==> src/rtl/fir_feeder_pkg.sv <==
// fir_feeder_pkg: shared types and constants for the FIR feeder block.
//   state_e     - sequencer states
//   NUM_COEFF   - coefficient bank entries
//   COEFF_IDX_W - bank index width
//   DATA_W      - sample / coefficient / result width
package fir_feeder_pkg;
  localparam int NUM_COEFF   = 4;
  localparam int COEFF_IDX_W = 2;
  localparam int DATA_W      = 16;

  typedef enum logic [2:0] {
    IDLE, C_REQ, C_WAIT, S_REQ, S_WAIT, CAPTURE
  } state_e;
endpackage

==> src/rtl/fir_feeder_if.sv <==
// fir_feeder_if: feeder <-> FIR filter handshake bundle.
//   data_ready, load_coeff, sample_data, fir_coefficient : feeder -> filter
//   modwait, fir_out, err                                 : filter -> feeder
// master = feeder side, slave = filter side.
interface fir_feeder_if;
  import fir_feeder_pkg::*;
  logic              data_ready;
  logic              load_coeff;
  logic [DATA_W-1:0] sample_data;
  logic [DATA_W-1:0] fir_coefficient;
  logic              modwait;
  logic [DATA_W-1:0] fir_out;
  logic              err;

  modport master (output data_ready, load_coeff, sample_data, fir_coefficient,
                  input  modwait, fir_out, err);
  modport slave  (input  data_ready, load_coeff, sample_data, fir_coefficient,
                  output modwait, fir_out, err);
endinterface

==> src/rtl/fir_sample_fifo.sv <==
// fir_sample_fifo: host sample buffer, registered storage plus occupancy count.
//   clk, n_rst        - clock, async active-low reset
//   push_i, wdata_i   - write request (ignored when full)
//   pop_i             - read request (ignored when empty)
//   rdata_o           - head entry (valid while !empty_o)
//   full_o, empty_o   - occupancy flags
module fir_sample_fifo
  import fir_feeder_pkg::*;
#(
  parameter int DEPTH = 8
) (
  input  logic              clk,
  input  logic              n_rst,
  input  logic              push_i,
  input  logic [DATA_W-1:0] wdata_i,
  input  logic              pop_i,
  output logic [DATA_W-1:0] rdata_o,
  output logic              full_o,
  output logic              empty_o
);
  localparam int AW = (DEPTH > 1) ? $clog2(DEPTH) : 1;

  logic [DATA_W-1:0] mem_q [DEPTH];
  logic [AW-1:0]     wr_ptr_q, rd_ptr_q;
  logic [AW:0]       count_q;
  logic              do_push, do_pop;

  assign do_push = push_i & ~full_o;
  assign do_pop  = pop_i & ~empty_o;
  assign full_o  = (count_q == (AW+1)'(DEPTH));
  assign empty_o = (count_q == '0);
  assign rdata_o = mem_q[rd_ptr_q];

  // DEPTH is a power of two, so pointers wrap naturally.
  always_ff @(posedge clk or negedge n_rst) begin
    if (!n_rst) begin
      wr_ptr_q <= '0;
      rd_ptr_q <= '0;
      count_q  <= '0;
    end else begin
      if (do_push) wr_ptr_q <= wr_ptr_q + 1'b1;
      if (do_pop)  rd_ptr_q <= rd_ptr_q + 1'b1;
      count_q <= count_q + {{AW{1'b0}}, do_push} - {{AW{1'b0}}, do_pop};
    end
  end

  always_ff @(posedge clk) begin
    if (do_push) mem_q[wr_ptr_q] <= wdata_i;
  end
endmodule

==> src/rtl/fir_feeder.sv <==
// fir_feeder: initiator for the FIR filter sample/coefficient interface.
//   clk, n_rst                        - clock, async active-low reset
//   coeff_wr/coeff_idx/coeff_wdata    - host bank write (dropped while coeff_busy)
//   coeff_start, coeff_busy           - request/status of a 4-coefficient load
//   sample_valid/sample_in/sample_ready - host sample push into the FIFO
//   fir (fir_feeder_if.master)        - filter handshake
//   result_valid/result_data/result_err - one-cycle result pulse
//   timeout                           - sticky watchdog flag
// Build option: FEEDER_TIMEOUT_EN enables the request watchdog (TIMEOUT_CYC).
module fir_feeder
  import fir_feeder_pkg::*;
#(
  parameter int DEPTH       = 8,
  parameter int TIMEOUT_CYC = 64
) (
  input  logic                   clk,
  input  logic                   n_rst,
  input  logic                   coeff_wr,
  input  logic [COEFF_IDX_W-1:0] coeff_idx,
  input  logic [DATA_W-1:0]      coeff_wdata,
  input  logic                   coeff_start,
  output logic                   coeff_busy,
  input  logic                   sample_valid,
  input  logic [DATA_W-1:0]      sample_in,
  output logic                   sample_ready,
  fir_feeder_if.master           fir,
  output logic                   result_valid,
  output logic [DATA_W-1:0]      result_data,
  output logic                   result_err,
  output logic                   timeout
);
  state_e                 state_q, state_d;
  logic [COEFF_IDX_W-1:0] idx_q, idx_d, idx_nxt;
  logic [DATA_W-1:0]      bank_q [NUM_COEFF];
  logic [DATA_W-1:0]      sdata_q, sdata_d, coef_q, coef_d, res_data_q, res_data_d;
  logic                   res_err_q, res_err_d;
  logic                   pending_q, pend_clr, rdy_q, timeout_q, to_hit, to_expired;
  logic                   fifo_push, fifo_pop, fifo_full, fifo_empty;
  logic [DATA_W-1:0]      fifo_rdata;

  // rdy_q keeps sample_ready low while reset is held.
  assign sample_ready = rdy_q & ~fifo_full;
  assign fifo_push    = sample_valid & sample_ready;

  fir_sample_fifo #(.DEPTH(DEPTH)) u_fifo (
    .clk     (clk),
    .n_rst   (n_rst),
    .push_i  (fifo_push),
    .wdata_i (sample_in),
    .pop_i   (fifo_pop),
    .rdata_o (fifo_rdata),
    .full_o  (fifo_full),
    .empty_o (fifo_empty)
  );

`ifdef FEEDER_TIMEOUT_EN
  localparam int TW = $clog2(TIMEOUT_CYC + 1);
  logic [TW-1:0] tcnt_q;

  // Counts cycles spent in the current REQ state; any state change restarts it.
  always_ff @(posedge clk or negedge n_rst) begin
    if (!n_rst) tcnt_q <= '0;
    else if ((state_d != state_q) || !(state_q inside {C_REQ, S_REQ})) tcnt_q <= '0;
    else tcnt_q <= tcnt_q + 1'b1;
  end
  assign to_expired = (tcnt_q == TW'(TIMEOUT_CYC - 1));
`else
  // Watchdog compiled out: REQ states wait for modwait indefinitely.
  assign to_expired = 1'b0 && (TIMEOUT_CYC > 0);
`endif

  assign idx_nxt = idx_q + 1'b1;

  always_comb begin
    state_d    = state_q;
    idx_d      = idx_q;
    sdata_d    = sdata_q;
    coef_d     = coef_q;
    res_data_d = res_data_q;
    res_err_d  = res_err_q;
    fifo_pop   = 1'b0;
    pend_clr   = 1'b0;
    to_hit     = 1'b0;
    unique case (state_q)
      IDLE: begin
        if (pending_q) begin
          state_d = C_REQ;
          idx_d   = '0;
          coef_d  = bank_q[0];
        end else if (!fifo_empty) begin
          state_d  = S_REQ;
          fifo_pop = 1'b1;
          sdata_d  = fifo_rdata;
        end
      end
      C_REQ: begin
        if (fir.modwait) state_d = C_WAIT;
        else if (to_expired) begin
          state_d  = IDLE;
          pend_clr = 1'b1;
          to_hit   = 1'b1;
        end
      end
      C_WAIT: begin
        if (!fir.modwait) begin
          if (idx_q == COEFF_IDX_W'(NUM_COEFF - 1)) begin
            state_d  = IDLE;
            pend_clr = 1'b1;
          end else begin
            state_d = C_REQ;
            idx_d   = idx_nxt;
            coef_d  = bank_q[idx_nxt];
          end
        end
      end
      S_REQ: begin
        if (fir.modwait) state_d = S_WAIT;
        else if (to_expired) begin
          state_d = IDLE;
          to_hit  = 1'b1;
        end
      end
      S_WAIT: begin
        // Result is latched as modwait falls so it is already on
        // result_data during the CAPTURE cycle that pulses result_valid.
        if (!fir.modwait) begin
          state_d    = CAPTURE;
          res_data_d = fir.fir_out;
          res_err_d  = fir.err;
        end
      end
      CAPTURE: state_d = IDLE;
      default: state_d = IDLE;
    endcase
  end

  always_ff @(posedge clk or negedge n_rst) begin
    if (!n_rst) begin
      state_q    <= IDLE;
      idx_q      <= '0;
      sdata_q    <= '0;
      coef_q     <= '0;
      res_data_q <= '0;
      res_err_q  <= 1'b0;
      pending_q  <= 1'b0;
      rdy_q      <= 1'b0;
      timeout_q  <= 1'b0;
      for (int i = 0; i < NUM_COEFF; i++) bank_q[i] <= '0;
    end else begin
      state_q    <= state_d;
      idx_q      <= idx_d;
      sdata_q    <= sdata_d;
      coef_q     <= coef_d;
      res_data_q <= res_data_d;
      res_err_q  <= res_err_d;
      rdy_q      <= 1'b1;
      // A start that lands while a load is already pending is absorbed.
      pending_q  <= coeff_start | (pending_q & ~pend_clr);
      timeout_q  <= timeout_q | to_hit;
      if (coeff_wr && !pending_q) bank_q[coeff_idx] <= coeff_wdata;
    end
  end

  assign coeff_busy          = pending_q;
  assign fir.data_ready      = (state_q == S_REQ);
  assign fir.load_coeff      = (state_q == C_REQ);
  assign fir.sample_data     = sdata_q;
  assign fir.fir_coefficient = coef_q;
  assign result_valid        = (state_q == CAPTURE);
  assign result_data         = res_data_q;
  assign result_err          = res_err_q;
  assign timeout             = timeout_q;
endmodule
==> src/flat_wrapper.sv <==
// flat-port wrapper written by rule: the top's interface ports become plain ports
module fir_feeder_flat import fir_feeder_pkg::*;
#(
  parameter int DEPTH       = 8,
  parameter int TIMEOUT_CYC = 64
)
  (clk, n_rst, coeff_wr, coeff_idx, coeff_wdata, coeff_start, coeff_busy, sample_valid, sample_in, sample_ready, result_valid, result_data, result_err, timeout, fir_data_ready, fir_load_coeff, fir_sample_data, fir_fir_coefficient, fir_modwait, fir_fir_out, fir_err);
  fir_feeder_if fir_i ();
  input  logic clk;
  input  logic n_rst;
  input  logic coeff_wr;
  input  logic [COEFF_IDX_W-1:0] coeff_idx;
  input  logic [DATA_W-1:0] coeff_wdata;
  input  logic coeff_start;
  output logic coeff_busy;
  input  logic sample_valid;
  input  logic [DATA_W-1:0] sample_in;
  output logic sample_ready;
  output logic result_valid;
  output logic [DATA_W-1:0] result_data;
  output logic result_err;
  output logic timeout;
  output wire logic [$bits(fir_i.data_ready)-1:0] fir_data_ready;
  output wire logic [$bits(fir_i.load_coeff)-1:0] fir_load_coeff;
  output wire logic [$bits(fir_i.sample_data)-1:0] fir_sample_data;
  output wire logic [$bits(fir_i.fir_coefficient)-1:0] fir_fir_coefficient;
  input wire logic [$bits(fir_i.modwait)-1:0] fir_modwait;
  input wire logic [$bits(fir_i.fir_out)-1:0] fir_fir_out;
  input wire logic [$bits(fir_i.err)-1:0] fir_err;
  assign fir_data_ready = fir_i.data_ready;
  assign fir_load_coeff = fir_i.load_coeff;
  assign fir_sample_data = fir_i.sample_data;
  assign fir_fir_coefficient = fir_i.fir_coefficient;
  assign fir_i.modwait = fir_modwait;
  assign fir_i.fir_out = fir_fir_out;
  assign fir_i.err = fir_err;
  fir_feeder #(.DEPTH(DEPTH), .TIMEOUT_CYC(TIMEOUT_CYC)) u_core (.clk(clk), .n_rst(n_rst), .coeff_wr(coeff_wr), .coeff_idx(coeff_idx), .coeff_wdata(coeff_wdata), .coeff_start(coeff_start), .coeff_busy(coeff_busy), .sample_valid(sample_valid), .sample_in(sample_in), .sample_ready(sample_ready), .fir(fir_i), .result_valid(result_valid), .result_data(result_data), .result_err(result_err), .timeout(timeout));
endmodule
==> config.mk <==
export PLATFORM = sky130hd
export DESIGN_NAME = fir_feeder_flat
export DESIGN_NICKNAME = d
export VERILOG_FILES = /design/src/rtl/fir_feeder_pkg.sv /design/src/rtl/fir_feeder_if.sv /design/src/rtl/fir_sample_fifo.sv /design/src/rtl/fir_feeder.sv /design/src/flat_wrapper.sv
export SDC_FILE = /design/constraint.sdc
export NUM_CORES = 1
export LEC_CHECK = 0
export ABC_AREA = 1
export CAP_MARGIN = 20
export CORE_UTILIZATION = 25
export DETAILED_ROUTE_END_ITERATION = 6
export MAX_ROUTING_LAYER = met4
export PLACE_DENSITY = 0.5
export SYNTH_ARGS = -nofsm -noshare
export SYNTH_HDL_FRONTEND = slang
export SYNTH_SLANG_ARGS = --single-unit
==> constraint.sdc <==
create_clock -name clk -period 4.46 [get_ports clk]
set_clock_uncertainty 0.15 [all_clocks]
set_input_delay 0.446 -clock clk [delete_from_list [all_inputs] [get_ports clk]]
set_output_delay 0.446 -clock clk [all_outputs]
set_load 0.01 [all_outputs]
==> impl_metrics.env, run 1 <==
export IMPL_cts_clk_slew_worst_paths_ps=60
export IMPL_count_leader_synth="sky130_fd_sc_hd__nand2_1"
export IMPL_synth_top_cells_by_area="sky130_fd_sc_hd__edfxtp_1 34%, sky130_fd_sc_hd__dfrtp_1 29%, sky130_fd_sc_hd__nand2_1 13%"
export IMPL_timing_hold_violations_final=0
export IMPL_die_w_um=214
export IMPL_timing_critical_path_cells="nor2_4 > nand3_4 > nor2_4 > ha_1 > inv_1 > ha_1 > inv_1 > fa_1 > xnor2_1"
export IMPL_gpl_final_weighted_congestion=0.741
export IMPL_proportion_of_netlist_area_held_by_the_largest_area_contributor_pct=34.1
export IMPL_drt_iter0_markers=515
export IMPL_synth_yosys_warnings=0
export IMPL_fp_coreArea_mm2=0.0444
export IMPL_outcome="complete, no violations"
export IMPL_fmax_ghz=0.358
export IMPL_dieArea_mm2=0.0460
export IMPL_post_synth_edffs=128
export IMPL_route_antenna_remaining_nets=0
export IMPL_drive_above_1_share_pct=6.45
export IMPL_critPathArrivalTime_ps=3080
export IMPL_final_design_area_no_fill_mm2=0.0140
export IMPL_synthMuxAreaShare_pct=0
export IMPL_share_of_synthesized_cell_area_in_full_adder_half_adder_and_majority_cells_pct=1.18
export IMPL_dp_hpwl_um=15800
export IMPL_drt_pass1_iter_count=5
export IMPL_timing_final_crit_share_pct=62.6
export IMPL_routed_wirelength_um=27400
export IMPL_crit_type="flip-flop to flip-flop"
export IMPL_placement_rows=77
export IMPL_design_portCount=112
export IMPL_avgViaCountPerCell=4.16
export IMPL_power_density_mw_per_mm2=502
export IMPL_drc_errors=0
export IMPL_routed_via_count=8013
export IMPL_worst_skew_late_latency_ps=560
export IMPL_cp_slowest_stage_delay_ps=600
export IMPL_totalNegativeSetupSlack_ps=0
export IMPL_rsz0062_at_grt="no"
export IMPL_vertical_die_dimension_um=214
export IMPL_worstSetupStartpointType="flip-flop"
export IMPL_synth_top_cells_by_count="385 x sky130_fd_sc_hd__nand2_1, 166 x sky130_fd_sc_hd__inv_1, 140 x sky130_fd_sc_hd__nand3_1"
export IMPL_synthesized_netlist_cell_count=1211
export IMPL_final_period_minus_worst_setup_slack_ps=2790
export IMPL_placed_cell_area_mm2=0.0130
export IMPL_htree_num_levels=1
export IMPL_synth_avg_cell_area_um2=9.32
export IMPL_cts_buffers=31
export IMPL_vdd_drop_max_v=0.000227
export IMPL_maxSlewViolCount=0
export IMPL_worstPathBufferInverterCount=2
export IMPL_asyncSetResetFlopFracSynth_pct=50.4
export IMPL_synth_cell_type_count=30
export IMPL_gr_total_overflow=0
export IMPL_synthDominantAreaCellType="sky130_fd_sc_hd__edfxtp_1"
export IMPL_timing_final_setup_violations=0
export IMPL_tritoncts="done"
export IMPL_synthFlopType="sky130_fd_sc_hd__dfrtp_1"
export IMPL_syn_cell_area_mm2=0.0113
export IMPL_cpLargestDelayFamily="adder cells"
export IMPL_initial_core_util_pct=25.4
export IMPL_critPathSlowestCell="sky130_fd_sc_hd__nor2_4"
export IMPL_grt_pass1_wl_um=44200
export IMPL_syn_num_nets=1278
export IMPL_ys_seq_elements=258
export IMPL_power_leakage_nw=6.12
export IMPL_via_count_of_the_first_global_routing_pass=7902
export IMPL_antenna_violations_before_repair=1
export IMPL_crit_path_end_kind="flip-flop"
export IMPL_hp_class="input pin to async pin"
export IMPL_place_port_buffers=110
export IMPL_crit_fanout=23
export IMPL_final_nets=1380
export IMPL_complex_gate_fraction_of_the_synthesized_area_pct=5.86
export IMPL_clockBufferDepth=3
export IMPL_cts_sink_count=258
export IMPL_areaGrowthSynthToFinish_pct=24.2
export IMPL_globalRouteTotalUtil_pct=12.4
export IMPL_route_detailed_wl_per_inst_um=14.2
export IMPL_combinational_family_with_the_most_area_after_synthesis="simple AND/OR/NAND/NOR gates"
export IMPL_xor_xnor_share_of_the_synthesized_area_pct=0.388
export IMPL_post_synth_and_or_nand_nor_area_fraction_pct=21.3
export IMPL_seq_total_area_yosys_pct=62.9
export IMPL_worst_endpoint_required_ps=4740
export IMPL_post_route_util_pct=31.6
export IMPL_maximum_number_of_pins_on_one_net_before_global_route_repair=68
export IMPL_timing_worst_slew_pin_value_ps=1060
export IMPL_timing_max_cap_violations=0
export IMPL_worst_slew_margin_rel_pct=29.0
export IMPL_root_buffer="sky130_fd_sc_hd__clkbuf_16"
routing by layer:
layer,up-vias,share of wire (%),track usage (%)
met5,-,0,-
met4,0,2.1,3.40
met3,40,3.3,1.91
met2,123,48,20.5
met1,3775,47,15.6
li1,4075,-,-
cells by family after synthesis:
kind of cell / after synthesis
AO/OA/AOI/OAI: 123
XOR/XNOR: 5
adder cells (fa/ha/maj): 10
buffers and inverters: 233
flip-flops: 258
other: 2
AND/OR/NAND/NOR: 580
stage by stage:
stage	setup slack, ps	hold WS, ps	instances	power (mW)
detailed placement	1610	264	1869	4.76
CTS	1610	236	1924	7.15
global placement	1700	264	1869	4.73
floorplan	1460	0.409	1211	4.06
global route	1440	282	1927	7.46
finish	1670	246	1927	7.03
what timing repair did:
item                       CTS  global route
hold endpoints to repair    45             0
gates resized for setup      0             0
setup endpoints to repair    0             0
buffers inserted             0             0
hold buffers                 1             0
worst register-to-register path: cells and delay by family, from the launching register on:
family / cells / cell delay, ps
buffers and inverters: 2 / 120
xor gates and xnor gates: 1 / 130
DFF: 1 / 450
adders and majority gates: 3 / 930
and+or+nand+nor: 3 / 890
final timing paths:
check | start | end | slack, ps | cells after the start
max | u_core.state_q[0] | u_core.u_fifo.count_q[2] | 1670 | 9
min | n_rst | u_core.bank_q[32] | 250 | 2
max reg2reg | u_core.state_q[0] | u_core.u_fifo.count_q[2] | 1670 | 9
min reg2reg | u_core.result_data[14] | u_core.result_data[14] | 320 | 2
max in group asynchronous | n_rst | u_core.bank_q[58] | 2820 | 3
min in group clk | fir_fir_out[0] | u_core.result_data[0] | 310 | 3
final cells by class:
| type | count | area [µm²] |
|---|---|---|
| fillers | 4555 | 30400 |
| inverters | 171 | 642 |
| repair buffers | 131 | 1300 |
| multi-input cells | 720 | 3290 |
| clock inverters | 14 | 97.6 |
| clock buffers | 40 | 840 |
| well taps | 592 | 741 |
| flip-flops and latches | 258 | 7100 |
| diodes | 1 | 2.50 |
where the power goes:
group          switching [mW]  internal, mW  total (mW)  leakage [nW]
logic                   0.937         0.691        1.63          2.80
clock network           0.972          1.37        2.34         0.468
registers               0.242          2.82        3.06          2.86
total                    2.15          4.88        7.03          6.12
state kept, by name, indices dropped and copies added (netlist names):
signal / count
u_core.u_fifo.mem_q: 128
u_core.bank_q: 64
u_core.fir.fir_coefficient: 16
u_core.fir.sample_data: 16
u_core.result_data: 16
u_core.u_fifo.count_q: 4
u_core.state_q: 3
u_core.u_fifo.rd_ptr_q: 3
u_core.u_fifo.wr_ptr_q: 3
u_core.idx_q: 2
u_core.coeff_busy: 1
u_core.rdy_q: 1
u_core.result_err: 1
layout by cell type (no fill, tap or decap), types with 2 or more instances in the layout:
cell type / netlist / final
sky130_fd_sc_hd__inv_1: 166 / 166
sky130_fd_sc_hd__clkdlybuf4s50_1: 0 / 109
sky130_fd_sc_hd__a21oi_1: 18 / 18
sky130_fd_sc_hd__nor3_2: 0 / 8
sky130_fd_sc_hd__xnor2_1: 3 / 3
sky130_fd_sc_hd__inv_6: 0 / 2
sky130_fd_sc_hd__inv_2: 4 / 4
sky130_fd_sc_hd__nor2_4: 2 / 2
sky130_fd_sc_hd__edfxtp_1: 128 / 128
sky130_fd_sc_hd__clkinv_2: 0 / 7
sky130_fd_sc_hd__dfrtp_2: 0 / 2
sky130_fd_sc_hd__conb_1: 2 / 2
sky130_fd_sc_hd__o211ai_1: 16 / 16
sky130_fd_sc_hd__buf_4: 8 / 18
sky130_fd_sc_hd__nor2_1: 40 / 40
sky130_fd_sc_hd__dfrtp_1: 130 / 128
sky130_fd_sc_hd__clkbuf_16: 0 / 31
sky130_fd_sc_hd__clkbuf_8: 0 / 3
sky130_fd_sc_hd__buf_16: 0 / 2
sky130_fd_sc_hd__clkinv_1: 1 / 5
sky130_fd_sc_hd__or2_2: 2 / 2
sky130_fd_sc_hd__nand2_1: 385 / 385
sky130_fd_sc_hd__nand3_1: 140 / 140
sky130_fd_sc_hd__xor2_1: 2 / 2
sky130_fd_sc_hd__ha_1: 9 / 9
sky130_fd_sc_hd__o21ai_0: 86 / 86
sky130_fd_sc_hd__clkbuf_1: 27 / 6
Note: power is estimated with default switching activity, not from simulation.
==> run 2, diff against run 1 <==
Settings changed: PLACE_DENSITY 0.5 to 0.52.
Clock period 4.46 ns to 2.4 ns, I/O delays scaled along.
==> impl_metrics.env, run 2 (synthesized netlist as in run 1, its figures left out) <==
export IMPL_die_w_um=214
export IMPL_timing_critical_path_cells="inv_1 > ha_1 > a21boi_2 > clkdlybuf4s50_1"
export IMPL_placement_rows=77
export IMPL_topRoutingLayerUsed="met4"
export IMPL_design_portCount=112
export IMPL_worst_r2r_startpoint="u_core.u_fifo.count_q[2]"
export IMPL_diodes=0
export IMPL_crit_type="flip-flop to output port"
export IMPL_fp_coreArea_mm2=0.0444
export IMPL_worstSetupStartpointType="flip-flop"
export IMPL_setup_reg_to_reg_worst_slack_ps=200
export IMPL_clockBufferDepth=3
export IMPL_maximum_number_of_pins_on_one_net_before_global_route_repair=67
export IMPL_vertical_die_dimension_um=214
export IMPL_dp_hpwl_um=16500
export IMPL_avgViaCountPerCell=4.19
export IMPL_areaGrowthSynthToFinish_pct=26.3
export IMPL_cts_clk_slew_worst_paths_ps=60
export IMPL_r2r_cells=10
export IMPL_totalNegativeSetupSlack_ps=0
export IMPL_cp_slowest_stage_delay_ps=600
export IMPL_gpl_final_weighted_congestion=0.746
export IMPL_worstPathBufferInverterCount=2
export IMPL_comb_power_share_pct=23.9
export IMPL_timing_final_crit_share_pct=96.3
export IMPL_maxSlewViolCount=0
export IMPL_timing_max_cap_violations=0
export IMPL_setup_worst_path_end="sample_ready"
export IMPL_drt_iter0_markers=451
export IMPL_hp_class="input pin to async pin"
export IMPL_route_antenna_remaining_nets=0
export IMPL_final_nets=1393
export IMPL_globalRouteTotalUtil_pct=12.2
export IMPL_vdd_drop_max_v=0.000631
export IMPL_timing_worst_slew_pin_value_ps=624
export IMPL_crit_path_end_kind="output port"
export IMPL_cts_sink_count=258
export IMPL_power_mw=13.6
export IMPL_post_route_util_pct=32.1
export IMPL_worst_skew_late_latency_ps=560
export IMPL_drt_met1_wl_um=12400
export IMPL_final_period_minus_worst_setup_slack_ps=2310
export IMPL_rsz0062_at_grt="no"
export IMPL_critical_path_reg2reg_endpoint="u_core.u_fifo.count_q[1]"
export IMPL_routed_wirelength_um=27300
export IMPL_root_buffer="sky130_fd_sc_hd__clkbuf_16"
export IMPL_internal_power_mw=9.61
export IMPL_place_port_buffers=110
export IMPL_post_place_ws_ps=185
export IMPL_outcome="complete, no violations"
export IMPL_worst_slew_margin_rel_pct=58.4
export IMPL_switching_share_pct=29.5
export IMPL_power_leakage_nw=6.25
export IMPL_gr_total_overflow=0
export IMPL_power_share_sequential_pct=40.7
export IMPL_grt_pass1_wl_um=43600
export IMPL_cpLargestDelayFamily="buffers and inverters"
export IMPL_final_design_area_no_fill_mm2=0.0143
export IMPL_dr_wl_met3_um=833
export IMPL_net_switching_power_mw=4.03
export IMPL_crit_fanout=3
export IMPL_antenna_violations_before_repair=0
export IMPL_drc_errors=0
export IMPL_worst_endpoint_required_ps=2010
export IMPL_route_detailed_wl_per_inst_um=14.0
export IMPL_initial_core_util_pct=25.4
export IMPL_timing_final_setup_violations=0
export IMPL_startpoint="u_core.u_fifo.count_q[2]"
export IMPL_critPathArrivalTime_ps=1920
export IMPL_most_common_layout_cells="384 x sky130_fd_sc_hd__nand2_1, 166 x sky130_fd_sc_hd__inv_1, 140 x sky130_fd_sc_hd__nand3_1"
export IMPL_met2_routed_wirelength_um=13400
export IMPL_layout_top_registers="u_core.u_fifo.mem_q: 128 flops, u_core.bank_q: 64 flops"
export IMPL_placed_cell_area_mm2=0.0132
export IMPL_timing_hold_violations_final=0
export IMPL_drt_pass1_iter_count=5
export IMPL_cp_num_cells=4
export IMPL_power_density_mw_per_mm2=957
export IMPL_layout_cells_most_common="sky130_fd_sc_hd__nand2_1"
export IMPL_setup_ws_post_layout_ps=89.9
export IMPL_drive_above_1_share_pct=7.71
export IMPL_tritoncts="done"
export IMPL_critPathSlowestCell="sky130_fd_sc_hd__clkdlybuf4s50_1"
export IMPL_most_flop_heavy_register="u_core.u_fifo.mem_q"
export IMPL_largest_register_ffs=128
export IMPL_htree_num_levels=1
export IMPL_cts_buffers=30
export IMPL_via_count_of_the_first_global_routing_pass=7889
export IMPL_dieArea_mm2=0.0460
export IMPL_fmax_ghz=0.433
export IMPL_routed_via_count=8141
export IMPL_pwr_share_clk_pct=35.4
-- run 2: cell count changes in the layout (fill, tap and decap cells not counted), moves of 2 or more --
| cell | delta |
|---|---|
| sky130_fd_sc_hd__clkinv_2 | -2 |
| sky130_fd_sc_hd__buf_16 | -2 |
| sky130_fd_sc_hd__buf_12 | +4 |
| sky130_fd_sc_hd__bufinv_16 | +5 |
| sky130_fd_sc_hd__inv_6 | -2 |
| sky130_fd_sc_hd__buf_4 | +12 |
-- run 2: worst min path at each step --
stage | from | to | slack, ps | depth (start not counted)
floorplan | n_rst | u_core.bank_q[0] | -210 | 0
global placement | n_rst | u_core.result_data[7] | 50 | 1
detailed placement | n_rst | u_core.result_data[11] | 60 | 1
CTS | n_rst | u_core.result_data[11] | 40 | 2
global route | n_rst | u_core.result_data[6] | 80 | 2
finish | n_rst | u_core.result_data[6] | 30 | 2
-- run 2: area by class of cell --
cell class              count  area [µm²]
fillers                  4566       30200
multi-input cells         720        3300
clock buffers              38         801
inverters                 171         642
flip-flops and latches    258        7100
well taps                 592         741
clock inverters            17         251
repair buffers            145        1420
-- run 2: metrics by stage --
step                      std cells  hold WS [ps]
after floorplan                1211          -206
after global placement         1885          55.0
after CTS                      1941          35.5
after global routing           1941          75.9
after detailed placement       1885          59.0
final                          1941          29.1
-- run 2: power by group through the flow --
stage          Combinational (mW)  Clock [mW]  Sequential, mW
3_3_place_gp                 3.28           0            5.62
4_1_cts                      3.34        4.96            5.55
5_1_grt                      3.69        5.12            5.61
6_report                     3.27        4.82            5.55
3_5_place_dp                 3.32           0            5.63
2_1_floorplan                1.88           0            5.71
-- run 2: metal layers --
metal | vias up | track usage, %
li1 | 4103 | -
met1 | 3877 | 15.1
met2 | 123 | 20.9
met3 | 38 | 1.73
met4 | 0 | 3.38
met5 | - | -
-- run 2: timing repair --
action,CTS,global route
hold buffers,1,0
hold endpoints to repair,130,0
gates resized for setup,0,1
endpoints found under the setup margin,0,1
setup buffers,0,0
==> run 3, diff against run 2 <==
Settings changed: CORE_ASPECT_RATIO set to 1.5, RECOVER_POWER set to 25, SKIP_LAST_GASP set to 1.
==> impl_metrics.env, run 3 (synthesized netlist as in run 1, its figures left out) <==
export IMPL_outcome="complete, no violations"
export IMPL_worst_endpoint_required_ps=2710
export IMPL_cts_clk_slew_worst_paths_ps=60
export IMPL_crit_fanout=3
export IMPL_avgViaCountPerCell=4.23
export IMPL_htree_num_levels=1
export IMPL_dieArea_mm2=0.0460
export IMPL_areaGrowthSynthToFinish_pct=26.2
export IMPL_filler_cell_count=4648
export IMPL_die_w_um=175
export IMPL_power_leakage_nw=6.24
export IMPL_totalNegativeSetupSlack_ps=0
export IMPL_vertical_die_dimension_um=262
export IMPL_routed_via_count=8169
export IMPL_layout_cells_most_common="sky130_fd_sc_hd__nand2_1"
export IMPL_placement_rows=95
export IMPL_drive_above_1_share_pct=7.94
export IMPL_timing_max_cap_violations=0
export IMPL_setup_ws_post_layout_ps=158
export IMPL_rsz0062_at_grt="no"
export IMPL_maxSlewViolCount=0
export IMPL_fmax_ghz=0.446
export IMPL_dp_hpwl_um=18100
export IMPL_place_inst=1879
export IMPL_hp_class="input pin to flip-flop"
export IMPL_cts_sink_count=258
export IMPL_vdd_drop_max_v=0.000490
export IMPL_gr_total_overflow=0
export IMPL_routed_wirelength_um=27900
export IMPL_finalNonFillerCells=1930
export IMPL_route_antenna_remaining_nets=0
export IMPL_sequential_cell_area_mm2=0.00710
export IMPL_timing_hold_violations_final=0
export IMPL_via_count_of_the_first_global_routing_pass=8307
export IMPL_design_portCount=112
export IMPL_critPathSlowestCell="sky130_fd_sc_hd__fa_1"
export IMPL_grt_pass1_wl_um=45200
export IMPL_post_cts_buffers=0
export IMPL_route_detailed_wl_per_inst_um=14.4
export IMPL_critPathArrivalTime_ps=2550
export IMPL_cts_buffers=27
export IMPL_antenna_violations_before_repair=1
export IMPL_timing_final_setup_violations=0
export IMPL_clockBufferDepth=3
export IMPL_timing_worst_slew_pin_value_ps=1300
export IMPL_crit_type="flip-flop to flip-flop"
export IMPL_final_design_area_no_fill_mm2=0.0142
export IMPL_worstPathBufferInverterCount=4
export IMPL_post_place_ws_ps=88.1
export IMPL_most_common_layout_cells="384 x sky130_fd_sc_hd__nand2_1, 166 x sky130_fd_sc_hd__inv_1, 140 x sky130_fd_sc_hd__nand3_1"
export IMPL_cpLargestDelayFamily="adder cells"
export IMPL_timing_critical_path_cells="inv_1 > ha_1 > a21boi_2 > nand2_2 > ha_1 > inv_1 > ha_1 > inv_1 > fa_1 > inv_1"
export IMPL_layout_top_registers="u_core.u_fifo.mem_q: 128 flops, u_core.bank_q: 64 flops"
export IMPL_worstSetupStartpointType="flip-flop"
export IMPL_place_port_buffers=110
export IMPL_worst_skew_late_latency_ps=560
export IMPL_crit_path_end_kind="flip-flop"
export IMPL_post_route_util_pct=31.9
export IMPL_timing_final_crit_share_pct=93.4
export IMPL_critical_path_most_common_cell="sky130_fd_sc_hd__inv_1"
export IMPL_power_density_mw_per_mm2=944
export IMPL_root_buffer="sky130_fd_sc_hd__clkbuf_16"
export IMPL_final_period_minus_worst_setup_slack_ps=2240
export IMPL_worst_slew_margin_rel_pct=13.3
export IMPL_drc_errors=0
export IMPL_area_of_combinational_cells_with_multiple_inputs_mm2=0.00330
export IMPL_drt_iter0_markers=405
export IMPL_fp_coreArea_mm2=0.0447
export IMPL_largest_register_ffs=128
export IMPL_initial_core_util_pct=25.3
export IMPL_final_nets=1394
export IMPL_tritoncts="done"
export IMPL_cp_slowest_stage_delay_ps=520
export IMPL_gpl_final_weighted_congestion=0.750
export IMPL_drt_pass1_iter_count=4
export IMPL_maximum_number_of_pins_on_one_net_before_global_route_repair=67
export IMPL_globalRouteTotalUtil_pct=12.9
export IMPL_placed_cell_area_mm2=0.0133
export IMPL_most_flop_heavy_register="u_core.u_fifo.mem_q"
## run 3: changes by cell type in the layout (fill, tap and decap cells not counted), sizes merged
cell,delta
dlygate4sd2,+2
clkbuf,-5
diode,+1
dlygate4sd3,+16
clkinvlp,+3
buf,+3
bufinv,-1
inv,+2
clkdlybuf4s50,-18
clkinv,-4
## run 3: cell type report
type	instances	share of cell area [%]
Inverter	171	4.51
Clock inverter	17	1.73
Tap cell	582	5.11
Timing Repair Buffer	149	10.5
Antenna cell	1	0.0176
Sequential cell	258	49.8
Multi-Input combinational cell	720	23.1
Clock buffer	32	5.17
## run 3: power breakdown
| part | leakage (nW) | switching, mW | total [mW] | internal (mW) |
|---|---|---|---|---|
| clock network | 0.468 | 1.83 | 4.58 | 2.75 |
| logic | 2.92 | 1.94 | 3.31 | 1.38 |
| registers | 2.86 | 0.310 | 5.55 | 5.24 |
## run 3: repair_timing
action | CTS | global route
endpoints found under the setup margin | 2 | 1
gates resized for setup | 2 | 1
hold buffers | 1 | 0
hold endpoints to repair | 130 | 0
## run 3: worst reg2reg max path, delay by kind of cell, from the launching register on
family / cells / cell delay [ps]
AOI/OAI and AO/OA: 1 / 170
adders and majority gates: 4 / 1180
buffers and inverters: 4 / 240
DFF: 1 / 330
and+or+nand+nor: 1 / 70
## run 3: path summary, 6_finish.rpt
path | start | endpoint | slack (ps) | depth (start not counted)
setup reg to reg | u_core.u_fifo.count_q[2] | u_core.u_fifo.count_q[1] | 160 | 10
max in group asynchronous | n_rst | u_core.bank_q[35] | 850 | 3
hold reg to reg | u_core.result_data[5] | u_core.result_data[5] | 320 | 2
setup / recovery | u_core.u_fifo.count_q[2] | u_core.u_fifo.count_q[1] | 160 | 10
hold / removal | fir_fir_out[14] | u_core.result_data[14] | 100 | 3
min in group asynchronous | n_rst | u_core.fir.sample_data[0] | 330 | 2
## run 3: metal layers
layer | track usage, % | vias up | part of all wire [%]
li1 | - | 4105 | -
met1 | 13.4 | 3886 | 39
met2 | 24.3 | 144 | 54
met3 | 2.07 | 34 | 4.0
met4 | 3.92 | 0 | 2.2
met5 | - | - | 0
## run 3: stage by stage
step / hold slack, ps / total power, mW
CTS: 15.3 / 13.7
global route: 83.9 / 14.3
floorplan: -206 / 7.59
detailed placement: 59.3 / 9.05
finish: 98.4 / 13.4
global placement: 61.5 / 8.98
